$ cat src/rtl/fb_pkg.sv
// fb_pkg: shared definitions for the framebuffer scheduler.
//   - default geometry (WIDTH, HEIGHT, ADDR_W, SCROLL_DIV)
//   - row/column index widths used by the address generator
//   - scheduler state encoding
//   - row_mod(): wrap a row sum into 0..HEIGHT-1 by one compare-subtract
package fb_pkg;

  localparam int FB_WIDTH      = 320;
  localparam int FB_HEIGHT     = 240;
  localparam int FB_ADDR_W     = 17;
  localparam int FB_SCROLL_DIV = 4;

  // Row index width (holds 0..HEIGHT-1) and scan column width.
  localparam int ROW_W = 8;
  localparam int COL_W = 9;

  typedef enum logic [1:0] {
    ST_CLEAR = 2'd0,
    ST_VIDEO = 2'd1,
    ST_WRITE = 2'd2,
    ST_WAIT  = 2'd3
  } fb_state_t;

  // Both operands of the sum are already below HEIGHT, so a single
  // conditional subtract is enough to bring the result back into range.
  function automatic logic [ROW_W-1:0] row_mod(input logic [ROW_W:0] sum,
                                               input logic [ROW_W:0] height);
    logic [ROW_W:0] r;
    r = (sum >= height) ? (sum - height) : sum;
    return r[ROW_W-1:0];
  endfunction

endpackage

$ cat src/rtl/fb_row_addr.sv
// fb_row_addr: combinational linear pixel address addr = row*WIDTH + col.
// The multiply is unrolled at elaboration into a chain of shifted adds, one
// per set bit of WIDTH (320 = 256 + 64 gives two adders).
// Ports:
//   row  in  ROW_W   framebuffer row
//   col  in  COL_W   column within the row
//   addr out ADDR_W  RAM address
module fb_row_addr
  import fb_pkg::*;
#(
  parameter int WIDTH  = FB_WIDTH,
  parameter int ADDR_W = FB_ADDR_W
) (
  input  logic [ROW_W-1:0]  row,
  input  logic [COL_W-1:0]  col,
  output logic [ADDR_W-1:0] addr
);

  localparam logic [ADDR_W-1:0] W_BITS = ADDR_W'(WIDTH);

  logic [ADDR_W-1:0] row_ext;
  logic [ADDR_W-1:0] acc [0:ADDR_W];

  assign row_ext = ADDR_W'(row);
  assign acc[0]  = ADDR_W'(col);

  generate
    for (genvar gi = 0; gi < ADDR_W; gi++) begin : g_term
      if (W_BITS[gi]) begin : g_add
        assign acc[gi+1] = acc[gi] + (row_ext << gi);
      end else begin : g_skip
        assign acc[gi+1] = acc[gi];
      end
    end
  endgenerate

  assign addr = acc[ADDR_W];

endmodule

$ cat src/rtl/fb_scheduler.sv
// fb_scheduler: owns the single-port pixel RAM and time-shares it between
// LCD scan-out reads (visible time) and waterfall line writes (lower
// blanking). Also runs the post-reset clear and keeps the scroll offset.
//
// Build option: define FB_SCHED_CLEAR_EN to clear the whole RAM after each
// reset (state CLEAR). Without it, reset goes straight to VIDEO and the RAM
// keeps whatever it held.
//
// Ports (all outputs registered, single clock clk, sync active-low resetn):
//   clk, resetn          clock / synchronous active-low reset
//   visible, lower_blank LCD timing qualifiers
//   x, y                 LCD scan column / row
//   sample_valid, sample renderer handshake and 8-bit sample
//   sample_ack           one-cycle pulse when the sample is captured
//   ram_addr, ram_wdata, ram_we   RAM port
//   scroll_row           circular scroll offset 0..HEIGHT-1
//   busy                 high while CLEAR or WRITE is driving writes
module fb_scheduler
  import fb_pkg::*;
#(
  parameter int WIDTH      = FB_WIDTH,
  parameter int HEIGHT     = FB_HEIGHT,
  parameter int ADDR_W     = FB_ADDR_W,
  parameter int SCROLL_DIV = FB_SCROLL_DIV
) (
  input  logic              clk,
  input  logic              resetn,
  input  logic              visible,
  input  logic              lower_blank,
  input  logic [8:0]        x,
  input  logic [7:0]        y,
  input  logic              sample_valid,
  input  logic [7:0]        sample,
  output logic              sample_ack,
  output logic [ADDR_W-1:0] ram_addr,
  output logic [7:0]        ram_wdata,
  output logic              ram_we,
  output logic [7:0]        scroll_row,
  output logic              busy
);

  localparam int FC_W = (SCROLL_DIV > 1) ? $clog2(SCROLL_DIV) : 1;

  localparam logic [ADDR_W-1:0] LAST_ADDR  = ADDR_W'(WIDTH * HEIGHT - 1);
  localparam logic [COL_W-1:0]  LAST_COL   = COL_W'(WIDTH - 1);
  localparam logic [FC_W-1:0]   LAST_FRAME = FC_W'(SCROLL_DIV - 1);
  localparam logic [ROW_W-1:0]  LAST_ROW   = ROW_W'(HEIGHT - 1);
  localparam logic [ROW_W:0]    HEIGHT_EXT = (ROW_W + 1)'(HEIGHT);

`ifdef FB_SCHED_CLEAR_EN
  localparam fb_state_t RESET_STATE = ST_CLEAR;
`else
  localparam fb_state_t RESET_STATE = ST_VIDEO;
`endif

  fb_state_t         state_reg;
  logic [FC_W-1:0]   frame_cnt_reg;
  logic              lb_prev_reg;
  logic [ROW_W-1:0]  target_row_reg;
  logic [7:0]        sample_reg;
  logic [COL_W-1:0]  col_reg;
  logic [ADDR_W-1:0] clr_addr_reg;

  logic              lb_rise;
  logic              frame_wrap;
  logic              scroll_event;
  logic [ROW_W-1:0]  scan_row;
  logic [ROW_W-1:0]  addr_row;
  logic [COL_W-1:0]  addr_col;
  logic [ADDR_W-1:0] row_addr;

  assign lb_rise      = lower_blank & ~lb_prev_reg;
  assign frame_wrap   = (frame_cnt_reg == LAST_FRAME);
  assign scroll_event = (state_reg == ST_VIDEO) && lb_rise && frame_wrap && sample_valid;
  assign scan_row     = row_mod({1'b0, y} + {1'b0, scroll_row}, HEIGHT_EXT);

  // One address generator serves both paths. On the scroll event itself the
  // column-0 write address of the old scroll row is issued, so the first
  // write lands in the same cycle as sample_ack.
  always_comb begin
    addr_row = scan_row;
    addr_col = x;
    if (state_reg == ST_WRITE) begin
      addr_row = target_row_reg;
      addr_col = col_reg;
    end else if (scroll_event) begin
      addr_row = scroll_row;
      addr_col = '0;
    end
  end

  fb_row_addr #(
    .WIDTH  (WIDTH),
    .ADDR_W (ADDR_W)
  ) u_row_addr (
    .row  (addr_row),
    .col  (addr_col),
    .addr (row_addr)
  );

  always_ff @(posedge clk) begin
    if (!resetn) begin
      state_reg      <= RESET_STATE;
      frame_cnt_reg  <= '0;
      lb_prev_reg    <= 1'b0;
      target_row_reg <= '0;
      sample_reg     <= '0;
      col_reg        <= '0;
      clr_addr_reg   <= '0;
      sample_ack     <= 1'b0;
      ram_addr       <= '0;
      ram_wdata      <= '0;
      ram_we         <= 1'b0;
      scroll_row     <= '0;
      busy           <= 1'b0;
    end else begin
      lb_prev_reg <= lower_blank;
      sample_ack  <= 1'b0;

      case (state_reg)
        ST_CLEAR: begin
          ram_we    <= 1'b1;
          ram_wdata <= '0;
          ram_addr  <= clr_addr_reg;
          busy      <= 1'b1;
          if (clr_addr_reg == LAST_ADDR) begin
            state_reg <= ST_VIDEO;
          end else begin
            clr_addr_reg <= clr_addr_reg + ADDR_W'(1);
          end
        end

        ST_VIDEO: begin
          ram_we    <= 1'b0;
          ram_wdata <= '0;
          busy      <= 1'b0;
          ram_addr  <= visible ? row_addr : '0;
          if (lb_rise) begin
            frame_cnt_reg <= frame_wrap ? '0 : frame_cnt_reg + FC_W'(1);
            if (scroll_event) begin
              // Column 0 never exceeds the sample, so its data is 0.
              sample_reg     <= sample;
              sample_ack     <= 1'b1;
              target_row_reg <= scroll_row;
              scroll_row     <= (scroll_row == LAST_ROW) ? '0 : scroll_row + ROW_W'(1);
              ram_we         <= 1'b1;
              ram_addr       <= row_addr;
              busy           <= 1'b1;
              col_reg        <= COL_W'(1);
              state_reg      <= (WIDTH == 1) ? ST_WAIT : ST_WRITE;
            end
          end
        end

        ST_WRITE: begin
          ram_we    <= 1'b1;
          busy      <= 1'b1;
          ram_addr  <= row_addr;
          ram_wdata <= (col_reg > COL_W'(sample_reg)) ? sample_reg : '0;
          if (col_reg == LAST_COL) begin
            state_reg <= ST_WAIT;
          end else begin
            col_reg <= col_reg + COL_W'(1);
          end
        end

        ST_WAIT: begin
          ram_we    <= 1'b0;
          ram_wdata <= '0;
          ram_addr  <= '0;
          busy      <= 1'b0;
          if (!lower_blank) begin
            state_reg <= ST_VIDEO;
          end
        end

        default: begin
          state_reg <= ST_VIDEO;
        end
      endcase
    end
  end

endmodule

$ cat config.mk
export PLATFORM = sky130hd
export DESIGN_NAME = fb_scheduler
export DESIGN_NICKNAME = d
export VERILOG_FILES = /design/src/rtl/fb_pkg.sv /design/src/rtl/fb_row_addr.sv /design/src/rtl/fb_scheduler.sv
export SDC_FILE = /design/constraint.sdc
export NUM_CORES = 1
export LEC_CHECK = 0
export ABC_CLOCK_PERIOD_IN_PS = 6600
export CORE_MARGIN = 5
export CORE_UTILIZATION = 55
export DETAILED_ROUTE_END_ITERATION = 6
export PLACE_DENSITY = 0.8
export SKIP_CTS_REPAIR_TIMING = 1
export SLEW_MARGIN = 20
export SYNTH_ARGS = -nofsm -noshare
export SYNTH_HDL_FRONTEND = slang
export SYNTH_SLANG_ARGS = --single-unit
export TNS_END_PERCENT = 20
$ cat constraint.sdc
create_clock -name clk -period 6.6 [get_ports clk]
set_input_delay 1.32 -clock clk [delete_from_list [all_inputs] [get_ports clk]]
set_output_delay 1.32 -clock clk [all_outputs]
set_load 0.05 [all_outputs]
; After elaboration in Yosys (flattened, before gate mapping)
; Cells that the tools add are included.
; W data, S select, Z words.
[word_totals]
latch_bits = 0
rom_bits = 0
regBits = 82
memories = 0
output_inout_bits = 36
elab_cells = 77
mem_bits_rw = 0
in_bits = 30
[classes]
add_sub_neg = 8
shift = 0
n_mux = 26
magnitude_cmp = 2
reduce_logical = 13
eq_ne = 13
multipliers = 0
n_bitwise = 3
n_div = 0
[ops]
columns = operator, n
row1 = $pmux W17 S4, 1
row2 = $mux W17, 3
row3 = $mux W9, 5
row4 = $mux W8, 5
row5 = $pmux W9 S2, 1
row6 = $add A15 B16 Y17, 1
row7 = $add A17 B1 Y17 const B, 1
row8 = $eq A17 B17 Y1 const B, 1
row9 = $pmux W8 S2, 1
row10 = $add A9 B14 Y15, 1
row11 = $mux W2, 6
row12 = $ne A2 B2 Y1 const B, 5
row13 = $add A8 B8 Y9, 1
row14 = $add A9 B1 Y9 const B, 1
row15 = $eq A9 B9 Y1 const B, 1
row16 = $ge A9 B8 Y1 const B, 1
row17 = $gt A9 B8 Y1, 1
row18 = $add A8 B1 Y8 const B, 1
row19 = $eq A8 B8 Y1 const B, 1
row20 = $pmux W2 S4, 1
row21 = $sub A8 B8 Y8 const B, 1
row22 = $eq A2 B2 Y1 const B, 3
row23 = $reduce_and A2 Y1, 3
row24 = $reduce_and A5 Y1, 1
row25 = other kinds (14), 18

; Longest topological paths before layout
[depth]
ltp_word = 13
ltp_mapped = 22

; By module
; From an unflattened synthesis, not the netlist that was laid out.
[unflattened]
cells_unflattened = 563
area_unflattened_um2 = 4638.2
[by_module_without_submodules]
columns = module, cells_each, n_inst, seq_area_each_um2, area_per_inst_um2
row1 = fb_scheduler, 505, 1, 1641.6, 4110.2
row2 = fb_row_addr, 58, 1, 0.0, 528.0

; Least setup slack after synthesis
; No wires, ideal clock.
[synth_timing]
kind = input to register
startpoint = input y[0]
endpoint = register ram_addr[15]
stages = 19
n_path_buf = 0
setup_slack_ps = 1289
arrival_time_ps = 5194
required_ps = 6483
path_cell_list = ha_1 > fa_1 > a211oi_2 > nor2_1 > xor2_1 > ha_1 > nor4b_1 > nand2_1 > o21a_4 > o21bai_4 > mux2i_1 > o221ai_1 > ha_1 > ha_1 > or2_2 > a21oi_1 > a21oi_1 > xor2_1 > a32o_1
[synth_via]
elab_chain_len = 11
elab_cells_between_ends = 12
cone_classes = 4 x add/sub / 1 x order compare / 7 x mux
[synth_rtl]
columns = element, line
row1 = start: declaration, fb_scheduler.sv:31  ; input logic [7:0] y,
row2 = $add A8 B8 Y9 (*), fb_scheduler.sv:75  ; assign scan_row = row_mod({1'b0, y} + {1'b0, scroll_row}, HEIGHT_EXT);
row3 = $sub A8 B8 Y8 or $ge A9 B8 Y1 (tied branches), fb_pkg.sv:29  ; r = (sum >= height) ? (sum - height) : sum;
row4 = $mux W8 (*), fb_pkg.sv:29
row5 = $mux W8 (*), fb_scheduler.sv:86  ; end else if (scroll_event) begin
row6 = $mux W8 (*), fb_scheduler.sv:83  ; if (state_reg == ST_WRITE) begin
row7 = $add A9 B14 Y15, fb_row_addr.sv:30  ; assign acc[gi+1] = acc[gi] + (row_ext << gi);
row8 = $add A15 B16 Y17 (*), fb_row_addr.sv:30
row9 = $mux W17, fb_scheduler.sv:137  ; ram_addr <= visible ? row_addr : '0;
row10 = $mux W17, fb_scheduler.sv:140  ; if (scroll_event) begin
row11 = $mux W17, fb_scheduler.sv:138  ; if (lb_rise) begin
row12 = $pmux W17 S4 (*), fb_scheduler.sv:120  ; case (state_reg)
row13 = end signal: assignment, fb_scheduler.sv:124  ; ram_addr <= clr_addr_reg;
row14 = end signal: assignment, fb_scheduler.sv:137
row15 = end signal: assignment, fb_scheduler.sv:147  ; ram_addr <= row_addr;
row16 = end: declaration, fb_scheduler.sv:35  ; output logic [ADDR_W-1:0] ram_addr,
; Mark *: on every way between the ends. The rest lies on a longest branch, timed or not.
; A chain may end at the register's enable or synchronous reset.

; Worst setup path in the final report
[layout_timing]
startpoint = input y[0]
endpoint = register ram_addr[13]
; The elaborated chain is that of the path after synthesis.

==> metrics.txt <==
Die Wd a little over 100 µm; Post-synth EDFFs 0; asr flop ratio synth 0%; CTS tree yes; DP HPWL 8060 µm; Remaining DRCs 0; First-pass DRT Iterations 4; antenna violations before repair 0; Synth Area in Compound Gates 18.0%; top cell type's share of synthesized area about a third; CTS root buf clkbuf_8; startpoint types input port; CTS Buf Count 9; total design power 0.00144 W; Clock Tree Buf Depth 2; Slew Viols, Final 0; cell leakage power between 2 and 2.5 nW; main combinational cell family by area after synthesis simple AND/OR/NAND/NOR gates; CP Cell Sequence clkdlybuf4s50_1, ha_1, fa_1, a211oi_2, nor2_1, xor2_1, ha_1, nor4b_1, nand2_1, o21a_4, o21bai_4, mux2i_1, o221ai_1, ha_1, ha_1, a21boi_0, o21ai_0, nor2b_1, xnor2_1, a22oi_1, nor2b_1; vias in the first global route about 3900; Area growth, synth to finish 19.3%; most used cell, CP ha_1; post-synthesis simple-gate area fraction roughly 22%; CTS HTree Levels 3; Synth Flop Type dfxtp_1; layout cells sized above 1 6.07%; DR vias/cell 5.57; share of the clock period used by the worst path 89.6%; RSZ-0062 raised after global routing false; global router's overall resource usage 21.6%; CP Max Fanout 5; wire per inst around 15 µm; Die H 103 µm; Max Freq 0.169 GHz; number of routed nets with antenna violations 0; diode count 0; Max-slew headroom between 20% and 30%; maximum VDD drop 0.138 mV; die area approximately 11000 µm²; Worst EP arrival 6.20 ns; Worst Hold Class flip-flop to flip-flop; first-pass GRT wire length 18300 µm; min cycle time layout approximately 5.9 ns; Netlist cell types 59; Syn Std Cell Area 4760 µm²; worst skew pair latency 0.35 ns; Sequential Area 1640 µm²; measured slew at the worst slew-check pin 1.08 ns; GR Overflow Total 0; Crit-path slowest cell fa_1; total wire length 10900 µm; Syn Area/Cell 8.65 µm²; Max Cap Viol 0; Synth area leader dfxtp_1; Core Rows 34; slowest stage delay, CP between 0.4 and 0.5 ns; hold path cells 2; Power Dens Cells 253 nW/µm²; R2R depth 19; Synth top cells by count dfxtp_1 (82), nand2_1 (81), ha_1 (39); synth top area cells dfxtp_1 (35%), ha_1 (10%), nand2_1 (6.4%); XOR/XNOR Fraction of Synth Area 7.79%; initial DRC count 193; Synth Register Bits 82; mux contribution to synthesized area 2.31%; Post-Route Skew roughly 0.011 ns; area share of fa/ha/maj cells after synthesis 11.5%; Cells after Synth 550; core box area 8590 µm²; Setup TNS 0 ns; final setup vio count 0; Top-Level Pins 66; GP Congestion 0.847; largest net degree at the start of global routing 63; WS Path Type input port to flip-flop; CTS sink cnt 82; Initial Utilization 55.4%; area of the multi-input gates 2940 µm²; vias post-DR 4001; fin nets 677; most frequent cell after synthesis dfxtp_1; placed instance area ~5500 µm²; Synth warnings 0; Fillers about 760; Final Hold Viols 0; status completed; clk slew on worst S/H paths 0.08 ns; IO Port Bufs 65; syn nets 622; required time of the critical path 6.89 ns; Final Instance Area 5670 µm²; Worst setup EP type flip-flop; register area share after synthesis 34.5%
==> placed cells by master (no fill, tap or decap), types with 2 or more instances in the layout <==
| cell type | Yosys | routed |
|---|---|---|
| clkbuf_8 | 0 | 11 |
| or3_1 | 7 | 7 |
| a21o_1 | 8 | 8 |
| xor2_1 | 16 | 16 |
| ha_1 | 39 | 38 |
| nand3_1 | 16 | 16 |
| nor4b_1 | 2 | 2 |
| buf_4 | 1 | 2 |
| a21oi_1 | 13 | 13 |
| dfxtp_1 | 82 | 82 |
| and3_1 | 7 | 7 |
| inv_1 | 24 | 24 |
| or2_2 | 3 | 3 |
| a22oi_1 | 12 | 12 |
| o21bai_1 | 2 | 2 |
| o21a_1 | 6 | 6 |
| a31oi_1 | 3 | 3 |
| nand4_1 | 8 | 8 |
| clkinvlp_4 | 0 | 2 |
| nor3_1 | 4 | 4 |
| nor3b_1 | 2 | 2 |
| and2_1 | 24 | 24 |
| mux2i_1 | 11 | 11 |
| fa_1 | 3 | 3 |
| nand2_1 | 81 | 81 |
| a21boi_0 | 26 | 26 |
| a21oi_2 | 2 | 2 |
| xnor2_1 | 20 | 20 |
| o211ai_1 | 4 | 4 |
| clkdlybuf4s50_1 | 0 | 65 |
| o21ai_0 | 27 | 27 |
| nor2_1 | 30 | 29 |
| nor2b_1 | 20 | 20 |
==> worst max-delay path: cells and delay by family <==
kind            cells  cell delay (ns)
buf+inv             1             0.41
xor+xnor            2             0.48
fa+ha+maj           5             1.60
simple gates        5             0.86
compound gates      7             1.34
mux                 1             0.22
==> stage by stage <==
step           hold slack [ns]  util, %  setup slack (ns)  instances
4_1_cts                  0.471     66.0             0.747        718
2_1_floorplan            0.442        -              1.29        550
5_1_grt                  0.495     66.0             0.331        718
3_5_place_dp             0.458     63.6             0.437        702
6_report                 0.474     66.0             0.684        718
3_3_place_gp             0.450     63.6             0.605        702
==> cell families (layout without fill, tap and decap cells) <==
kind of cell    count (synthesis)  count (layout)
xor+xnor                       38              38
compound gates                119             119
buf+inv                        47             107
fa+ha+maj                      42              42
flops                          82              82
simple gates                  211             211
mux                            11              11
==> worst paths after layout <==
path | slack, ns | endpoint | startpoint
max | 0.68 | ram_addr[13] | y[0]
min | 0.47 | target_row_reg[2] | target_row_reg[2]
max reg2reg | 1.62 | ram_addr[13] | scroll_row[2]
min reg2reg | 0.47 | target_row_reg[2] | target_row_reg[2]
==> report_power, final <==
group | total (W) | internal (W) | switching [W]
sequential | 0.000551 | 0.000529 | 0.0000223
combinational | 0.000510 | 0.000200 | 0.000310
clock | 0.000375 | 0.000195 | 0.000180
total | 0.00144 | 0.000924 | 0.000513
==> routing by layer <==
layer / part of all wire (%) / vias up / GRT usage, % / routed length [µm]
li1: - / 2005 / - / -
met1: 44 / 1886 / 27.2 / 4790
met2: 51 / 97 / 37.6 / 5510
met3: 4.1 / 13 / 3.86 / 443
met4: 1.4 / 0 / 6.67 / 156
met5: 0 / - / 0 / 0
==> layout make-up <==
class,instances,share of cell area [%]
flip-flops and latches,82,28.9
clock buffers,12,2.73
well taps,108,2.38
multi-input cells,421,51.7
inverters,24,1.59
clock inverters,4,0.882
repair buffers,67,11.7
Power figures use the tool's default switching activity.
